## src/rtl/mac_tile_dual_if.sv

```systemverilog
// Bundle of the per-tile data/instruction signals of one systolic PE.
// The array controller drives the master side; each tile uses the slave side.
interface mac_tile_dual_if #(
  parameter int bw      = 4,
  parameter int psum_bw = 16
);
  logic                mode;
  logic [bw-1:0]       in_w;
  logic [2:0]          inst_w;
  logic [psum_bw-1:0]  in_n;
  logic [bw-1:0]       out_e;
  logic [2:0]          inst_e;
  logic [psum_bw-1:0]  out_s;

  modport master (
    output mode, in_w, inst_w, in_n,
    input  out_e, inst_e, out_s
  );

  modport slave (
    input  mode, in_w, inst_w, in_n,
    output out_e, inst_e, out_s
  );
endinterface

```

## src/rtl/mac_tile_dual.sv

```systemverilog
// Dual-mode systolic PE: weight-stationary (psum passes through) or
// output-stationary (local accumulator, drained down the column as a shift chain).
module mac_tile_dual #(
  parameter int bw      = 4,
  parameter int psum_bw = 16,
  parameter int SAT     = 0
) (
  input logic           clk,
  input logic           reset,
  mac_tile_dual_if.slave tile
);

  logic signed [bw-1:0]      a_q, a_d, b_q, b_d;
  logic signed [psum_bw-1:0] c_q, c_d, acc_q, acc_d;
  logic [2:0]                inst_q, inst_d;
  logic                      load_ready_q, load_ready_d;
  logic                      mode_q, mode_d;

  logic signed [psum_bw-1:0] ws_sum, os_prod, out_s_sel;

  function automatic logic signed [psum_bw-1:0] prod(
    input logic signed [bw-1:0] x,
    input logic signed [bw-1:0] y
  );
    logic signed [2*bw-1:0] xe, ye, pf;
    xe = (2*bw)'(x);
    ye = (2*bw)'(y);
    pf = xe * ye;
    return psum_bw'(pf);
  endfunction

  // One extra bit exposes overflow; SAT clamps instead of wrapping.
  function automatic logic signed [psum_bw-1:0] sadd(
    input logic signed [psum_bw-1:0] x,
    input logic signed [psum_bw-1:0] y
  );
    logic signed [psum_bw:0] s;
    logic signed [psum_bw-1:0] r;
    s = (psum_bw+1)'(x) + (psum_bw+1)'(y);
    if ((SAT != 32'sd0) && (s[psum_bw] != s[psum_bw-1])) begin
      r = s[psum_bw] ? {1'b1, {(psum_bw-1){1'b0}}} : {1'b0, {(psum_bw-1){1'b1}}};
    end else begin
      r = s[psum_bw-1:0];
    end
    return r;
  endfunction

  assign ws_sum  = sadd(c_q, prod(a_q, b_q));
  assign os_prod = prod(tile.in_w, tile.in_n[bw-1:0]);

  // South output: WS psum, or OS drained accumulator / forwarded weight
  always_comb begin
    out_s_sel = ws_sum;
    if (mode_q) begin
      out_s_sel = tile.inst_w[2] ? acc_q : psum_bw'(b_q);
    end else begin
      out_s_sel = ws_sum;
    end
  end

  // Next-state logic for both modes; a mode change overrides the instruction
  always_comb begin
    a_d          = a_q;
    b_d          = b_q;
    c_d          = c_q;
    acc_d        = acc_q;
    inst_d       = inst_q;
    load_ready_d = load_ready_q;
    mode_d       = mode_q;
    if (tile.mode != mode_q) begin
      mode_d       = tile.mode;
      acc_d        = '0;
      load_ready_d = 1'b1;
      inst_d       = 3'b000;
    end else if (!mode_q) begin
      // A load is absorbed while armed; once consumed, later loads pass east.
      b_d          = (tile.inst_w[0] && load_ready_q) ? $signed(tile.in_w) : b_q;
      inst_d       = {tile.inst_w[2], tile.inst_w[1], tile.inst_w[0] & ~load_ready_q};
      load_ready_d = tile.inst_w[2] | (load_ready_q & ~tile.inst_w[0]);
      if (tile.inst_w[1]) begin
        a_d = tile.in_w;
        c_d = tile.in_n;
      end else begin
        a_d = a_q;
        c_d = c_q;
      end
    end else begin
      inst_d = tile.inst_w;
      if (tile.inst_w[2]) begin
        acc_d = tile.in_n;
      end else if (tile.inst_w[0] && tile.inst_w[1]) begin
        acc_d = os_prod;
      end else if (tile.inst_w[0]) begin
        acc_d = '0;
      end else if (tile.inst_w[1]) begin
        acc_d = sadd(acc_q, os_prod);
      end else begin
        acc_d = acc_q;
      end
      if (!tile.inst_w[2] && tile.inst_w[1]) begin
        a_d = tile.in_w;
        b_d = tile.in_n[bw-1:0];
      end else begin
        a_d = a_q;
        b_d = b_q;
      end
    end
  end

  // State registers with synchronous reset
  always_ff @(posedge clk) begin
    if (reset) begin
      a_q          <= '0;
      b_q          <= '0;
      c_q          <= '0;
      acc_q        <= '0;
      inst_q       <= 3'b000;
      load_ready_q <= 1'b1;
      mode_q       <= 1'b0;
    end else begin
      a_q          <= a_d;
      b_q          <= b_d;
      c_q          <= c_d;
      acc_q        <= acc_d;
      inst_q       <= inst_d;
      load_ready_q <= load_ready_d;
      mode_q       <= mode_d;
    end
  end

  assign tile.out_e  = a_q;
  assign tile.inst_e = inst_q;
  assign tile.out_s  = out_s_sel;

endmodule

```

## src/flat_wrapper.sv

```systemverilog
// flat-port wrapper written by rule: the top's interface ports become plain ports
module mac_tile_dual_flat 
#(
  parameter int bw      = 4,
  parameter int psum_bw = 16,
  parameter int SAT     = 0
)
  (clk, reset, tile_mode, tile_in_w, tile_inst_w, tile_in_n, tile_out_e, tile_inst_e, tile_out_s);
  mac_tile_dual_if #(.bw(bw), .psum_bw(psum_bw)) tile_i ();
  input logic clk;
  input logic reset;
  input wire logic [$bits(tile_i.mode)-1:0] tile_mode;
  input wire logic [$bits(tile_i.in_w)-1:0] tile_in_w;
  input wire logic [$bits(tile_i.inst_w)-1:0] tile_inst_w;
  input wire logic [$bits(tile_i.in_n)-1:0] tile_in_n;
  output wire logic [$bits(tile_i.out_e)-1:0] tile_out_e;
  output wire logic [$bits(tile_i.inst_e)-1:0] tile_inst_e;
  output wire logic [$bits(tile_i.out_s)-1:0] tile_out_s;
  assign tile_i.mode = tile_mode;
  assign tile_i.in_w = tile_in_w;
  assign tile_i.inst_w = tile_inst_w;
  assign tile_i.in_n = tile_in_n;
  assign tile_out_e = tile_i.out_e;
  assign tile_inst_e = tile_i.inst_e;
  assign tile_out_s = tile_i.out_s;
  mac_tile_dual #(.bw(bw), .psum_bw(psum_bw), .SAT(SAT)) u_core (.clk(clk), .reset(reset), .tile(tile_i));
endmodule
```

## config.mk

```make
export PLATFORM = sky130hd
export DESIGN_NAME = mac_tile_dual_flat
export DESIGN_NICKNAME = d
export VERILOG_FILES = /design/src/rtl/mac_tile_dual_if.sv /design/src/rtl/mac_tile_dual.sv /design/src/flat_wrapper.sv
export SDC_FILE = /design/constraint.sdc
export NUM_CORES = 1
export LEC_CHECK = 0
export ABC_AREA = 1
export CAP_MARGIN = 30
export CORE_MARGIN = 5
export CORE_UTILIZATION = 30
export DETAILED_ROUTE_END_ITERATION = 7
export MAX_ROUTING_LAYER = met4
export PLACE_DENSITY = 0.56
export SLEW_MARGIN = 20
export SYNTH_ARGS = -nofsm -noshare
export SYNTH_HDL_FRONTEND = slang
export SYNTH_SLANG_ARGS = --single-unit
```

## constraint.sdc

```tcl
create_clock -name clk -period 7.1 [get_ports clk]
set_input_delay 1.42 -clock clk [delete_from_list [all_inputs] [get_ports clk]]
set_output_delay 1.42 -clock clk [all_outputs]
set_load 0.005 [all_outputs]
```

== After elaboration in Yosys (flattened, before gate mapping) ==
Index checks and enable logic that the tools add are counted.
Storage, ports and cells
  flip-flop bits (word level): 45
  bits in latches: 0
  memory bits (writable): 0
  bits in read-only memories: 0
  input bits: 26
  output and inout bits: 23
  word-level logic and storage cells: 45
  memories kept: 0
Operators by class
  add/subtract/negate cells: 2
  multipliers: 2
  div/mod/pow operators: 0
  magnitude comparators: 0
  eq/ne operators: 2
  shifts and indexed selects: 0
  multiplexer cells: 13
  bitwise logic cells: 7
  reductions and logical operators: 12
Operators with widths (count)
  $mux W16: 6
  $add A16 B8 Y16: 2
  $mux W4: 6
  $mul A4 B4 Y8: 2
  $reduce_and A3 Y1: 3
  $not A1 Y1: 4
  $reduce_bool A2 Y1: 2
  $reduce_bool A4 Y1: 1
  $logic_and A1 B1 Y1: 3
  $and A1 B1 Y1: 2
  $ne A2 B2 Y1 const B: 1
  $reduce_and A2 Y1: 1
  $reduce_or A2 Y1: 1
  $logic_not A1 Y1: 1
  $mux W1: 1
  $ne A1 B1 Y1: 1
  $or A1 B1 Y1: 1

== Depth between registers and ports, before layout ==
Gate-level depths: netlist (run 1).
  depth in word-level cells: 6
  depth in mapped cells: 28
  depth with buffers taken out: 28

== Least setup slack after synthesis (run 1) ==
No wires, ideal clock.
  path type: in2reg
  from: input port tile_in_w[0]
  to: register u_core.acc_q[8]
  library setup time: 119 ps
  arrival time: 5318 ps
  required time: 6981 ps
  slack: 1663 ps
  cell stages on the path: 24
  path buffers: 0
  cells stage by stage: inv_1 nand2_1 fa_1 fa_1 inv_1 fa_1 ha_1 fa_1 nand3_1 nand3_1 nand2_1 nand2_1 nand2_2 nand2_4 ha_1 a21oi_1 o21ai_0 inv_1 nand2_1 or2_2 nand3_1 nand2_2 o211ai_2 a21oi_2
On the way
  longest elaborated chain between the ends: 6
Ends and longest elaborated chain
  from (decl): RTL line flat_wrapper.sv:13  | input wire logic [$bits(tile_i.in_w)-1:0] tile_in_w;
  $mul A4 B4 Y8 (*): RTL line mac_tile_dual.sv:28  | pf = xe * ye;
  $add A16 B8 Y16: RTL line mac_tile_dual.sv:39  | s = (psum_bw+1)'(x) + (psum_bw+1)'(y);
  $mux W16: RTL line mac_tile_dual.sv:95  | end else if (tile.inst_w[1]) begin
  $mux W16: RTL line mac_tile_dual.sv:93  | end else if (tile.inst_w[0]) begin
  $mux W16 (*): RTL line mac_tile_dual.sv:91  | end else if (tile.inst_w[0] && tile.inst_w[1]) begin
  $mux W16 (*): RTL line mac_tile_dual.sv:89  | if (tile.inst_w[2]) begin
  to (signal assigned): RTL line mac_tile_dual.sv:116  | acc_q <= '0;
  to (signal assigned): RTL line mac_tile_dual.sv:124  | acc_q <= acc_d;
  to (decl): RTL line mac_tile_dual.sv:14  | logic signed [psum_bw-1:0] c_q, c_d, acc_q, acc_d;
Mark *: on every way between the ends. The rest lies on a longest branch, timed or not. The select of a mux whose other input is x is not followed.
A chain may end at the register's enable or synchronous reset.

== Worst setup path after layout (run 1) ==
  from: register u_core.b_q[2]
  to: output port tile_out_s[13]
On the way
  longest elaborated chain between the ends: 3
Ends and longest elaborated chain
  from (decl): RTL line mac_tile_dual.sv:13  | logic signed [bw-1:0] a_q, a_d, b_q, b_d;
  from (signal assigned): RTL line mac_tile_dual.sv:114  | b_q <= '0;
  from (signal assigned): RTL line mac_tile_dual.sv:122  | b_q <= b_d;
  $mul A4 B4 Y8: RTL line mac_tile_dual.sv:28
  $add A16 B8 Y16: RTL line mac_tile_dual.sv:39
  $mux W16: RTL line mac_tile_dual.sv:54  | if (mode_q) begin
  to (decl): RTL line flat_wrapper.sv:18  | output wire logic [$bits(tile_i.out_s)-1:0] tile_out_s;
No other way between the ends.

==> metrics.md, run 1 <==
| Metric | Value |
|---|---|
| Layout cell share with drive strength beyond 1 | `4.227%` |
| Via count | `4969` |
| Unrepaired setup endpoints after global routing | `no` |
| Critical path fanouts, max | `8` |
| Nets | `955` |
| Worst reg2reg startpoint | `u_core.mode_q` |
| Run status | `finished, final reports clean` |
| Share of power burned in the clock network | `23.4%` |
| CP Capture Type | `output port` |
| Pwr Density | `between 200 and 250 nW/µm²` |
| Clk_lat worst skew | `around 290 ps` |
| Avg Cell Area, Syn | `6.849 µm²` |
| CTS tree | `done` |
| Worst-path clk slew | `70 ps` |
| Vias in the first global route | `around 5000` |
| Setup Total Neg Slack | `0 ps` |
| # diodes | `0` |
| Main combinational cell family by area after synthesis | `adder cells` |
| Final GP Congestion | `0.8785` |
| Flops & latches, synth | `45` |
| Final global-route overflow total | `0` |
| Setup violations, final | `0` |
| Iter 0 DRT Violations | `280` |
| Final Cell Area | `6290 µm²` |
| DR pass1 iterations | `5` |
| Leading area contributor after synthesis | `dfxtp_1` |
| Synth warnings | `0` |
| Clock skew | `5.540 ps` |
| Final ANT Viol Nets | `0` |
| Sequential fraction of the synthesis area | `between 10% and 20%` |
| Drt total wl | `14610 µm` |
| DR WL/cell | `between 10 and 15 µm` |
| Comb power frac | `53.8%` |
| Post-Synthesis Cell Area | `5404 µm²` |
| Die width | `144.2 µm` |
| Top_reg_cell synth | `dfxtp_1` |
| Critical path startpoint category | `register` |
| Vias/cell | `4.701` |
| Htree depth | `2` |
| Rows | `49` |
| Hold Path Class | `reg -> reg` |
| R2r worst-path depth | `7` |
| FMAX | `between 150 and 200 MHz` |
| Max Slew Vio Count | `0` |
| Post-Synth Adder-Cell Area | `29.17%` |
| CTS resizes | `0` |
| Compound-Gate Fraction of Synth Area | `17.04%` |
| Max Cap Viol | `0` |
| Area Overhead vs Synth | `16.39%` |
| Final hold vios | `0` |
| Die Height | `144.2 µm` |
| Largest net degree at the start of global routing | `26` |
| Placed Area | `6096 µm²` |
| Worst Tran Pin Value | `798.2 ps` |
| Area of the multi-input gates | `3902 µm²` |
| Mux cell area share after synthesis | `0%` |
| P_leak | `3.245 nW` |
| Post-Synthesis Cells | `789` |
| CTS Hold Bufs | `0` |
| Hold Path Depth | `1` |
| DRC Markers | `0` |
| Ports | `49` |
| Total GRT Usage | `15.23%` |
| Initial antenna violation count | `0` |
| Internal | `0.7608 mW` |
| Tot Pwr | `1.299 mW` |
| First-pass GRT wire length | `24850 µm` |
| Worst rel slew slack | `between 40 and 50%` |
| Asr flop ratio synth | `0%` |
| Hold path start | `u_core.load_ready_q` |
| Yosys cell types | `42` |
| Input/output buffers | `48` |
| Worst EP arrival | `4820 ps` |
| Total CTS buffers | `5` |
| Tcrit/Tclk final | `87.94%` |
| Starting Density | `30.29%` |
| Total die area | `20800 µm²` |
| Sw Ratio | `41.45%` |
| Sequential share of power | `around 23%` |
| Core area | `17840 µm²` |
| Seq. cell area | `900.9 µm²` |
| Net Sw Power | `approximately 0.54 mW` |
| Post-synthesis xor/xnor area fraction | `1.783%` |
| Min cycle time layout | `6244 ps` |
| EDFF count, synth | `0` |
| Simple-Gate Fraction of Synth Area | `~24%` |
| CTS Buffer Depth | `2` |
| Synth area leaders | `dfxtp_1, fa_1, ha_1` |
| Root Buffer | `clkbuf_16` |
| Critical path class | `reg -> out` |
| Sinks on Clock Net | `45` |
| Post-CTS setup buffer count | `0` |
| Synth Net Count | `917` |
| Final-layout fill cell count | `1943` |
| Critical Path RT | `5680 ps` |
| Crit path from | `u_core.b_q[2]` |
| DP HPWL | `approximately 12000 µm` |
| Share of the synthesized area in the top cell type | `between 10% and 20%` |
| WHS | `489.1 ps` |
| Worst vdd ir | `roughly 0.00014 V` |
synthesized netlist by cell type, types with 2 or more instances:
| cell type | number |
|---|---|
| nand2_2 | 3 |
| nor2_1 | 71 |
| nand3_1 | 41 |
| clkbuf_1 | 8 |
| inv_2 | 3 |
| nand4_1 | 2 |
| xnor2_1 | 3 |
| nand3b_1 | 3 |
| o21bai_1 | 2 |
| buf_1 | 3 |
| nor3_1 | 2 |
| a21o_1 | 3 |
| o21ai_1 | 2 |
| fa_1 | 40 |
| o21ai_0 | 57 |
| nand2_4 | 5 |
| inv_1 | 128 |
| dfxtp_1 | 45 |
| or2_2 | 6 |
| a211oi_1 | 3 |
| ha_1 | 62 |
| a21oi_1 | 86 |
| nand2_1 | 172 |
| xor2_1 | 8 |
| a31oi_1 | 7 |
| buf_2 | 7 |
| nor4_1 | 2 |
cell usage in the layout (no fill, tap or decap), drive strengths merged, types with 40 or more instances in the layout:
cell type,netlist,layout
nand3,42,42
dfxtp,45,45
nor2,72,72
fa,40,40
inv,132,133
nand2,180,180
ha,62,62
clkdlybuf4s50,0,48
a21oi,87,87
o21ai,60,60
registers in the layout, summed over array words and instances (netlist names):
register,cells
u_core.acc_q,16
u_core.c_q,16
u_core.b_q,4
u_core.tile.out_e,4
u_core.tile.inst_e,3
u_core.load_ready_q,1
u_core.mode_q,1
path summary, 6_finish.rpt:
check                           to  slack, ps
max                 tile_out_s[13]        860
min          u_core.tile.inst_e[0]        490
max reg2reg          u_core.c_q[7]       4600
min reg2reg  u_core.tile.inst_e[0]        490
metal layers:
layer	vias up	routed length, µm	track usage, %
met5	-	0	-
met4	0	136	3.093
met3	5	448	1.190
met2	67	7042	26.26
met1	2289	6986	19.71
li1	2608	-	-
cells by family (layout without fill, tap and decap cells):
| logic type | count (synthesis) | in the layout |
|---|---|---|
| AOI/OAI and AO/OA | 169 | 169 |
| xor gates and xnor gates | 11 | 11 |
| adders and majority gates | 102 | 102 |
| buffers and inverters | 153 | 192 |
| DFF | 45 | 45 |
| and+or+nand+nor | 309 | 309 |
critical path, stage by stage (launching register included):
cell and delay, ps:
dfxtp_1 460, nand2_1 130, o21ai_0 130, ha_1 310, inv_1 420, fa_1 480
inv_1 90, fa_1 390, ha_1 380, nand2_1 140, a21oi_1 60, nor2_1 130
nand2_1 100, a21boi_1 260, o21ai_0 180, nor2_1 120, nor2_1 50, a21oi_1 170
clkdlybuf4s50_1 530
metrics by stage:
stage / util [%] / worst slack, ps / instances
2_1_floorplan: - / 1663 / 789
3_3_place_gp: 34.17 / 610.0 / 1049
3_5_place_dp: 34.17 / 570.5 / 1049
4_1_cts: 35.25 / 813.2 / 1057
5_1_grt: 35.25 / 478.0 / 1057
6_report: 35.25 / 856.0 / 1057
power groups by stage:
stage / Combinational (mW) / Sequential [mW] / Clock (mW)
after floorplan: 0.483 / 0.294 / 0
after global placement: 0.700 / 0.300 / 0
after detailed placement: 0.703 / 0.301 / 0
after CTS: 0.706 / 0.295 / 0.313
after global routing: 0.807 / 0.298 / 0.324
final: 0.700 / 0.295 / 0.304
area by class of cell:
| cell class | instances | share of cell area [%] |
|---|---|---|
| Multi-Input combinational cell | 591 | 62.04 |
| Tap cell | 229 | 4.555 |
| Clock buffer | 5 | 1.989 |
| Sequential cell | 45 | 14.32 |
| Timing Repair Buffer | 50 | 7.877 |
| Inverter | 134 | 8.116 |
| Clock inverter | 3 | 1.094 |
No activity file was read; power rests on OpenSTA's default activity.
==> run 2: changes to the inputs <==
- SLEW_MARGIN: 20 -> default
==> results of run 2 <==
No change in the layout: final DEF, timing and power equal those of run 1.
==> run 3: changes to the inputs <==
--- a/config.mk
+++ b/config.mk
@@ -9,3 +9,3 @@
 export CAP_MARGIN = 30
-export CORE_MARGIN = 5
+export CORE_MARGIN = 4
 export CORE_UTILIZATION = 30
--- a/constraint.sdc
+++ b/constraint.sdc
@@ -3,2 +3,2 @@
 set_output_delay 1.42 -clock clk [all_outputs]
-set_load 0.005 [all_outputs]
+set_load 0.05 [all_outputs]
==> run 3 against run 2 <==
  * Setup slack lost 290 ps
  * Global-route usage up 0.18 points
  * Core utilization rose by 0.48 points
  * Fmax down 4.5%
  * Combinational power rose by 20%
  * Clock power decreased by 21%
  * Flip-flop and latch count unchanged
  * Total power is 5.7% higher
  * Design area fell by 0.72%
  * Clock skew is essentially flat
  * Sequential power barely moved
  * Critical endpoint unchanged
  * Largest power group unchanged
==> metrics.md, run 3 (synthesized netlist as in run 1, its figures left out) <==
| Metric | Value |
|---|---|
| Rows | `48` |
| Worst reg2reg startpoint | `u_core.mode_q` |
| Total GRT Usage | `between 10% and 20%` |
| Worst rel slew slack | `55.84%` |
| Met1 Resource Use GR | `20.74%` |
| Ports | `49` |
| Setup Total Neg Slack | `0 ps` |
| CTS Buffer Depth | `2` |
| Share of power burned in the clock network | `17.6%` |
| Unrepaired setup endpoints after global routing | `no` |
| Max Slew Vio Count | `0` |
| Critical path fanouts, max | `8` |
| Total CTS buffers | `5` |
| Worst-path clk slew | `70 ps` |
| Worst EP arrival | `5120 ps` |
| Commonest non-fill, non-tap cells in the layout | `nand2_1, inv_1, a21oi_1, nor2_1, ha_1` |
| Utilization after layout | `between 30% and 40%` |
| CP Capture Type | `output port` |
| Commonest non-fill, non-tap cell in the layout | `nand2_1` |
| Final GP Congestion | `about 0.86` |
| Worst vdd ir | `around 0.000095 V` |
| Placed cells | `1046` |
| CTS tree | `done` |
| # diodes | `0` |
| Crit-path leading delay family | `adder cells` |
| Sequential share of power | `21.5%` |
| Area Overhead vs Synth | `15.56%` |
| Cell at the slowest stage of the critical path | `clkdlybuf4s50_1` |
| Post-CTS setup buffer count | `0` |
| Critical Path RT | `between 5000 and 6000 ps` |
| Sinks on Clock Net | `45` |
| Clk_lat worst skew | `around 290 ps` |
| Clock skew | `5.780 ps` |
| GR peak layer | `met2` |
| Max Cap Viol | `0` |
| CP max stage delay | `830 ps` |
| Met3 usage | `about 1.1%` |
| First-pass GRT wire length | `~25000 µm` |
| Run status | `finished, final reports clean` |
| Internal | `0.6905 mW` |
| Min cycle time layout | `6538 ps` |
| Met2 Track Usage GR | `25.84%` |
| Crit path from | `u_core.b_q[2]` |
| Hold Path Class | `reg -> reg` |
| Largest net degree at the start of global routing | `31` |
| Core area | `17480 µm²` |
| Net Sw Power | `0.6828 mW` |
| Initial antenna violation count | `0` |
| Vias/cell | `4.755` |
| Layout cell share with drive strength beyond 1 | `around 4.3%` |
| Die Height | `142.2 µm` |
| DR WL/cell | `around 14 µm` |
| Worst Tran Pin Value | `661.7 ps` |
| Layout Cells excl Fill | `1054` |
| Drt total wl | `14710 µm` |
| Final hold vios | `0` |
| Critical path startpoint category | `register` |
| Root Buffer | `clkbuf_16` |
| CTS resizes | `0` |
| Total die area | `20220 µm²` |
| FMAX | `between 150 and 200 MHz` |
| Final global-route overflow total | `0` |
| CTS Hold Bufs | `0` |
| DP HPWL | `12070 µm` |
| P_leak | `3.226 nW` |
| Tcrit/Tclk final | `between 90% and 100%` |
| Final ANT Viol Nets | `0` |
| Sw Ratio | `about half` |
| DR pass1 iterations | `4` |
| Iter 0 DRT Violations | `267` |
| Critical path class | `reg -> out` |
| Hold path start | `u_core.c_q[3]` |
| DRC Markers | `0` |
| Buf+Inv Stages, Crit Path | `3` |
| Comb power frac | `61.0%` |
| Htree depth | `2` |
| Starting Density | `30.92%` |
| Critical path, cell by cell | `nand2_1 -> o21ai_0 -> ha_1 -> inv_1 -> fa_1 -> inv_1 -> fa_1 -> ha_1 -> nand2_1 -> a21oi_1 -> nor2_1 -> nand2_1 -> a21boi_1 -> o21ai_0 -> nor2_1 -> nor2_1 -> a21oi_1 -> clkdlybuf4s50_1` |
| Biggest regs | `u_core.acc_q (16), u_core.c_q (16)` |
| Input/output buffers | `48` |
| Pwr Density | `219.9 nW/µm²` |
| Nets | `956` |
| WHS | `between 400 and 500 ps` |
| Vias in the first global route | `4898` |
| Setup violations, final | `0` |
| Die width | `142.2 µm` |
| Via count | `5012` |
## run 3: power groups by stage
| stage | combinational, mW | clock [mW] | sequential, mW |
|---|---|---|---|
| 2_1_floorplan | 0.602 | 0 | 0.307 |
| 3_3_place_gp | 0.837 | 0 | 0.301 |
| 3_5_place_dp | 0.838 | 0 | 0.301 |
| 4_1_cts | 0.843 | 0.244 | 0.295 |
| 5_1_grt | 0.943 | 0.252 | 0.298 |
| 6_report | 0.837 | 0.241 | 0.295 |
## run 3: worst paths after layout
path                            cells past startpoint  slack [ps]             end
worst min-delay path                                2         490   u_core.c_q[3]
worst min register to register                      2         490   u_core.c_q[3]
worst max register to register                      7        4550  u_core.c_q[10]
worst max-delay path                               18         560  tile_out_s[13]
## run 3: area by class of cell
type,instances,area [µm²]
Inverter,134,510.5
Sequential cell,45,900.9
Multi-Input combinational cell,591,3902
Clock buffer,5,125.1
Tap cell,225,281.5
Timing Repair Buffer,51,503.0
Fill cell,1918,11230
Clock inverter,3,21.27
## run 3: worst register-to-register path: stages (launching register included)
cell      delay (ps)
dfxtp_1          310
buf_4            220
inv_2            240
ha_1             260
nand2_1          370
clkinv_1         590
o21ai_0          380
a21oi_1           60
## run 3: metrics by stage
step                power (mW)  area, µm²  setup slack (ps)
detailed placement       1.139       6098             544.3
finish                   1.373       6245             562.1
global placement         1.138       6098             584.4
floorplan               0.9084       5404              1258
global route             1.493       6245             160.5
CTS                      1.382       6245             519.6
## run 3: metal layers
layer,share of wire (%),vias up
met4,0.86,0
li1,-,2620
met3,2.2,7
met5,0,-
met2,48,59
met1,49,2326
